--- src/rtl/breakout_pkg.sv ---
// Shared Breakout constants, ball sequencing state and saturating helper.
package breakout_pkg;

  localparam int COORD_W       = 11;
  localparam int SCR_X_MAX     = 639;
  localparam int SCR_Y_MAX     = 479;
  localparam int BALL_SIZE_DEF = 8;
  localparam int PADDLE_Y_DEF  = 450;

  // Block field geometry used by the column modules
  localparam int BLOCK_W    = 64;
  localparam int BLOCK_H    = 16;
  localparam int BLOCK_COLS = 10;
  localparam int BLOCK_ROWS = 5;
  localparam int BLOCK_TOP  = 48;

  typedef enum logic [1:0] {
    ST_SERVE = 2'd0,
    ST_PLAY  = 2'd1,
    ST_MISS  = 2'd2,
    ST_OVER  = 2'd3
  } ball_state_t;

  // Unsigned subtraction clamped at zero so coordinates never wrap
  function automatic logic [COORD_W-1:0] sat_sub(input logic [COORD_W-1:0] a,
                                                 input logic [COORD_W-1:0] b);
    return (a > b) ? (a - b) : '0;
  endfunction

endpackage

--- src/rtl/breakout_ball_axis.sv ---
// One motion axis of the ball: pending bounce latches, direction
// resolution with wall/override priority and saturating position step.
module breakout_ball_axis
  import breakout_pkg::*;
#(
  parameter int          SPEED     = 2,
  parameter int          SIZE      = 8,
  parameter int          POS_MAX   = 632,
  parameter bit          HI_WALL   = 1'b1,
  parameter int          HI_LIMIT  = 637,
  parameter logic [10:0] SERVE_POS = 11'd316,
  parameter bit          SERVE_DIR = 1'b1
) (
  input  logic               clk,
  input  logic               reset,
  input  logic               tick,
  input  logic               active,
  input  logic               restore,
  input  logic               move_lo,
  input  logic               move_hi,
  input  logic               force_lo,
  output logic [COORD_W-1:0] pos,
  output logic [COORD_W-1:0] pos_next,
  output logic               dir
);

  localparam logic [COORD_W-1:0] SPD   = COORD_W'(SPEED);
  localparam logic [COORD_W-1:0] SZ_M1 = COORD_W'(SIZE - 1);
  localparam logic [COORD_W-1:0] HI_C  = COORD_W'(HI_LIMIT);
  localparam logic [COORD_W-1:0] MAX_C = COORD_W'(POS_MAX);
  localparam logic [COORD_W:0]   MAX_W = (COORD_W+1)'(POS_MAX);

  logic             pend_lo, pend_hi;
  logic             eff_lo, eff_hi;
  logic             dir_res;
  logic [COORD_W:0] up;

  // A request on the tick cycle itself still counts for that tick
  assign eff_lo = active & (pend_lo | move_lo);
  assign eff_hi = active & (pend_hi | move_hi);

  // Pending requests accumulate between ticks, only while in play
  always_ff @(posedge clk or posedge reset) begin
    if (reset) begin
      pend_lo <= 1'b0;
      pend_hi <= 1'b0;
    end else if (!active || tick) begin
      pend_lo <= 1'b0;
      pend_hi <= 1'b0;
    end else begin
      pend_lo <= pend_lo | move_lo;
      pend_hi <= pend_hi | move_hi;
    end
  end

  // Direction: block requests, then low/high walls, then external override
  always_comb begin
    dir_res = dir;
    if (eff_lo && eff_hi) dir_res = ~dir;
    else if (eff_hi)      dir_res = 1'b1;
    else if (eff_lo)      dir_res = 1'b0;
    if (pos <= SPD) dir_res = 1'b1;
    if (HI_WALL && ((pos + SZ_M1) >= HI_C)) dir_res = 1'b0;
    if (force_lo) dir_res = 1'b0;
  end

  // Position step clamped to [0, POS_MAX]
  always_comb begin
    up = {1'b0, pos} + {1'b0, SPD};
    if (dir_res) pos_next = (up > MAX_W) ? MAX_C : up[COORD_W-1:0];
    else         pos_next = sat_sub(pos, SPD);
  end

  // Position and direction advance only on a tick while in play
  always_ff @(posedge clk or posedge reset) begin
    if (reset) begin
      pos <= SERVE_POS;
      dir <= SERVE_DIR;
    end else if (restore) begin
      pos <= SERVE_POS;
      dir <= SERVE_DIR;
    end else if (tick && active) begin
      pos <= pos_next;
      dir <= dir_res;
    end
  end

endmodule

--- src/rtl/breakout_ball_ctrl.sv ---
// Ball motion controller: serve/play/miss/over sequencing, lives count,
// paddle bounce and miss detection around two axis units.
module breakout_ball_ctrl
  import breakout_pkg::*;
#(
  parameter int BALL_SIZE = breakout_pkg::BALL_SIZE_DEF,
  parameter int X_MAX     = breakout_pkg::SCR_X_MAX,
  parameter int Y_MAX     = breakout_pkg::SCR_Y_MAX,
  parameter int SPEED     = 2,
  parameter int PADDLE_Y  = breakout_pkg::PADDLE_Y_DEF,
  parameter int SERVE_X   = 316,
  parameter int SERVE_Y   = 300,
  parameter int LIVES     = 3
) (
  input  logic               clk,
  input  logic               reset,
  input  logic               frame_tick,
  input  logic               moveU,
  input  logic               moveD,
  input  logic               moveL,
  input  logic               moveR,
  input  logic [COORD_W-1:0] paddle_x_l,
  input  logic [COORD_W-1:0] paddle_x_r,
  input  logic               launch,
  input  logic [COORD_W-1:0] pix_x,
  input  logic [COORD_W-1:0] pix_y,
  output logic [COORD_W-1:0] ball_x_l,
  output logic [COORD_W-1:0] ball_x_r,
  output logic [COORD_W-1:0] ball_y_t,
  output logic [COORD_W-1:0] ball_y_b,
  output logic               ball_ON,
  output logic [1:0]         lives,
  output logic               life_lost,
  output logic               game_over
);

  localparam logic [COORD_W-1:0] SZ_M1  = COORD_W'(BALL_SIZE - 1);
  localparam logic [COORD_W-1:0] SPD    = COORD_W'(SPEED);
  localparam logic [COORD_W-1:0] PAD_Y  = COORD_W'(PADDLE_Y);
  localparam logic [COORD_W-1:0] YMAX_C = COORD_W'(Y_MAX);

  ball_state_t        state, state_next;
  logic               launch_lat;
  logic               restore, lose, active, paddle_hit;
  logic               dir_x, dir_y;
  logic [COORD_W-1:0] x_next, y_next;
  logic               unused_axis;

  assign active = (state == ST_PLAY);

  assign paddle_hit = (ball_y_b >= sat_sub(PAD_Y, SPD)) && (ball_y_b <= PAD_Y) &&
                      (ball_x_r >= paddle_x_l) && (ball_x_l <= paddle_x_r);

  breakout_ball_axis #(
    .SPEED(SPEED), .SIZE(BALL_SIZE), .POS_MAX(X_MAX - BALL_SIZE + 1),
    .HI_WALL(1'b1), .HI_LIMIT(X_MAX - SPEED),
    .SERVE_POS(COORD_W'(SERVE_X)), .SERVE_DIR(1'b1)
  ) u_axis_x (
    .clk(clk), .reset(reset), .tick(frame_tick), .active(active),
    .restore(restore), .move_lo(moveL), .move_hi(moveR), .force_lo(1'b0),
    .pos(ball_x_l), .pos_next(x_next), .dir(dir_x)
  );

  breakout_ball_axis #(
    .SPEED(SPEED), .SIZE(BALL_SIZE), .POS_MAX((1 << COORD_W) - BALL_SIZE),
    .HI_WALL(1'b0), .HI_LIMIT(0),
    .SERVE_POS(COORD_W'(SERVE_Y)), .SERVE_DIR(1'b0)
  ) u_axis_y (
    .clk(clk), .reset(reset), .tick(frame_tick), .active(active),
    .restore(restore), .move_lo(moveU), .move_hi(moveD), .force_lo(paddle_hit),
    .pos(ball_y_t), .pos_next(y_next), .dir(dir_y)
  );

  // Horizontal next position and both directions are internal to the axes
  assign unused_axis = ^{x_next, dir_x, dir_y};

  assign ball_x_r  = ball_x_l + SZ_M1;
  assign ball_y_b  = ball_y_t + SZ_M1;
  assign game_over = (state == ST_OVER);

  // Ball pixel hit, suppressed once the game is over
  always_comb begin
    ball_ON = (pix_x >= ball_x_l) && (pix_x <= ball_x_r) &&
              (pix_y >= ball_y_t) && (pix_y <= ball_y_b) && (state != ST_OVER);
  end

  // State register
  always_ff @(posedge clk or posedge reset) begin
    if (reset) state <= ST_SERVE;
    else       state <= state_next;
  end

  // Next state: every transition happens on a frame tick
  always_comb begin
    state_next = state;
    restore    = 1'b0;
    lose       = 1'b0;
    if (frame_tick) begin
      unique case (state)
        ST_SERVE: if (launch_lat || launch) state_next = ST_PLAY;
        ST_PLAY:  if ((y_next + SZ_M1) >= YMAX_C) state_next = ST_MISS;
        ST_MISS: begin
          lose = 1'b1;
          if (lives == 2'd1) begin
            state_next = ST_OVER;
          end else begin
            state_next = ST_SERVE;
            restore    = 1'b1;
          end
        end
        default: state_next = state;
      endcase
    end
  end

  // Launch request held until the serve tick consumes it
  always_ff @(posedge clk or posedge reset) begin
    if (reset)                                launch_lat <= 1'b0;
    else if (state != ST_SERVE || frame_tick) launch_lat <= 1'b0;
    else if (launch)                          launch_lat <= 1'b1;
  end

  // Lives count and one-cycle loss pulse
  always_ff @(posedge clk or posedge reset) begin
    if (reset) begin
      lives     <= 2'(LIVES);
      life_lost <= 1'b0;
    end else begin
      life_lost <= lose;
      if (lose) lives <= lives - 2'd1;
    end
  end

endmodule

--- config.mk ---
export PLATFORM = sky130hd
export DESIGN_NAME = breakout_ball_ctrl
export DESIGN_NICKNAME = d
export VERILOG_FILES = /design/src/rtl/breakout_pkg.sv /design/src/rtl/breakout_ball_axis.sv /design/src/rtl/breakout_ball_ctrl.sv
export SDC_FILE = /design/constraint.sdc
export NUM_CORES = 1
export LEC_CHECK = 0
export ABC_AREA = 1
export CAP_MARGIN = 20
export CORE_AREA = 8 8 116 118
export CTS_BUF_LIST = sky130_fd_sc_hd__clkbuf_4
export CTS_CLUSTER_SIZE = 12
export DETAILED_ROUTE_END_ITERATION = 8
export DIE_AREA = 0 0 124 126
export GPL_TIMING_DRIVEN = 0
export PLACE_DENSITY = 0.83
export SETUP_SLACK_MARGIN = 0.15
export SKIP_CTS_REPAIR_TIMING = 1
export SLEW_MARGIN = 40
export SYNTH_ARGS = -nofsm -noshare
export SYNTH_HDL_FRONTEND = slang
export SYNTH_HIERARCHICAL = 1
export SYNTH_SLANG_ARGS = --single-unit
--- constraint.sdc ---
create_clock -name clk -period 3.8 [get_ports clk]
set_clock_uncertainty 0.05 [all_clocks]
set_input_delay 0.76 -clock clk [delete_from_list [all_inputs] [get_ports clk]]
set_output_delay 0.76 -clock clk [all_outputs]
set_load 0.1 [all_outputs]
==> reports/results.ini <==
[worst_setup_path]
arrival_ns = 3.11
worstSetupPathType = reg -> out
reg2reg_slack_ns = -0.07
cp_max_fo = 5
critPathRequiredTime_ns = 2.99
worstSetupEndpointType = output port
cp-start-kind = flip-flop

[detailed_routing]
routed_wl_um = 18200
met1_length_um = 7990
drc_errors = 0
vias = 6743
postRouteAntennaNets = 0
top_layer = met4
drt_pass1_iterations = 5
viasPerCell = 5.34
drtIter0Drc = 626
routed-wl-met3_um = 1590
route.met2.wl_um = 8230
wire_per_inst_um = 14.4

[grt]
grt_pass1_vias = 5890
grt_pass1_wl_um = 27400
overflow = 0
grt_max_degree = 16
grt_usage = 0.211
antenna_found_initial = 0

[cells_and_area]
fin_util = 0.661
num_antenna_cells = 0
final_cells = 1263
drive_above_1_share = 0.263
syn_to_final_growth_pct = 34.5
layout.nets = 1240
fin_area_mm2 = 0.00774

[place]
place_area_mm2 = 0.00700
gp_congestion = 0.925
hpwl_um = 13600
portBuffers = 100
dp_slack_ns = -0.637
dp.cells = 1207

[cts]
cts_buffer_depth = 2
clkTransAtPathRegs_ns = 0.14
clock-root-buffer = clkbuf_4
cts_buffers = 5
htreeDepth = 2
cts_tree = done
cts_sinks = 34
clk-insertion-delay-late_ns = 0.36

[timing]
period_share = 1.03
slew_headroom = 0.541
rsz0062_at_grt = true
finalWorstSetupSlack_ns = -0.121
setup_viol = 3
max_freq_mhz = 255
worstMarginPinSlew_ns = 0.686
fin_crit_ns = 3.92
hold_viol_final = 0
drv_slew = 0

[logic_synthesis]
synth.avg_cell_area_um2 = 6.00
synthesis.area_mm2 = 0.00576
synth_warnings = 6
syn_nets = 1085
synth_cells = 960

[floorplanning]
dieArea_mm2 = 0.0156
io_pins = 101
die_w_um = 124
coreArea_mm2 = 0.0117
start_util = 0.492
fp-row-count = 40
die_y_um = 126

[run_status]
status = complete, but fails checks
violations = negative setup slack

[flow_run]
drv_cap = 0

[min_path]
hold_path_class = reg -> reg

==> placed cells by master (no fill, tap or decap), drive strengths merged, types with 2 or more instances in the layout <==
cell,instances
clkdlybuf4s50,48
dfstp,12
dfrtp,22
nand3,95
and2,3
nor3b,2
inv,168
o21ai,45
a21oi,33
nand3b,5
clkbuf,7
buf,104
o31ai,3
ha,73
or2,3
xor2,22
clkinvlp,6
clkinv,4
o21bai,2
nor2,103
dlymetal6s2s,3
o2111ai,2
nor3,13
nand4,20
xnor2,5
nand2,305
==> critical path, stage by stage (launching register included) <==
cell and delay [ns]:
dfrtp_4 0.49, clkinvlp_4 0.15, ha_4 0.20, nand2_4 0.08, nand3_4 0.08, inv_6 0.12, nand2_4 0.06, xor2_4 0.16
inv_2 0.08, ha_4 0.28, nand2_4 0.05, nor4b_4 0.29, nand2_1 0.10, nand2_2 0.10, nand4_1 0.16, a21oi_4 0.18
buf_12 0.19
==> cell type report <==
type,instances,area (µm²)
Fill cell,1038,3970
Tap cell,147,184
Buffer,9,78.8
Sequential cell,34,891
Clock buffer,5,37.5
Inverter,175,687
Multi-Input combinational cell,742,4710
Clock inverter,3,16.3
Timing Repair Buffer,148,1140
==> path summary, 6_finish.rpt <==
check / startpoint / endpoint / cells after the start
worst min register to register: lives[1] / lives[1] / 2
worst min-delay path: lives[1] / lives[1] / 2
worst max register to register: u_axis_y/pos[0] / state[1] / 31
worst max-delay path: u_axis_y/pos[0] / ball_ON / 16
max in group asynchronous: reset / u_axis_y/pos[0] / 2
min in group asynchronous: reset / launch_lat / 2
==> metrics by stage <==
step | hold WS, ns | setup TNS, ns
floorplan | 0.433 | -4.22
global placement | 0.441 | -2.02
detailed placement | 0.462 | -1.38
CTS | 0.481 | -1.15
global route | 0.495 | -0.787
finish | 0.478 | -0.263
==> per-layer routing <==
metal	vias to the layer above	track usage
li1	3355	-
met1	3072	0.291
met2	277	0.335
met3	39	0.0304
met4	0	0.0525
met5	-	0
==> flip-flops by register name, summed over array words and instances, names as in the netlist, 2 cells and up <==
register and flops:
u_axis_x/pos 11, u_axis_y/pos 11, lives 2, state 2
Power is left out: the tool's default activity adds up to more than one toggle a clock period on the data nets, which glitch-free logic cannot reach.
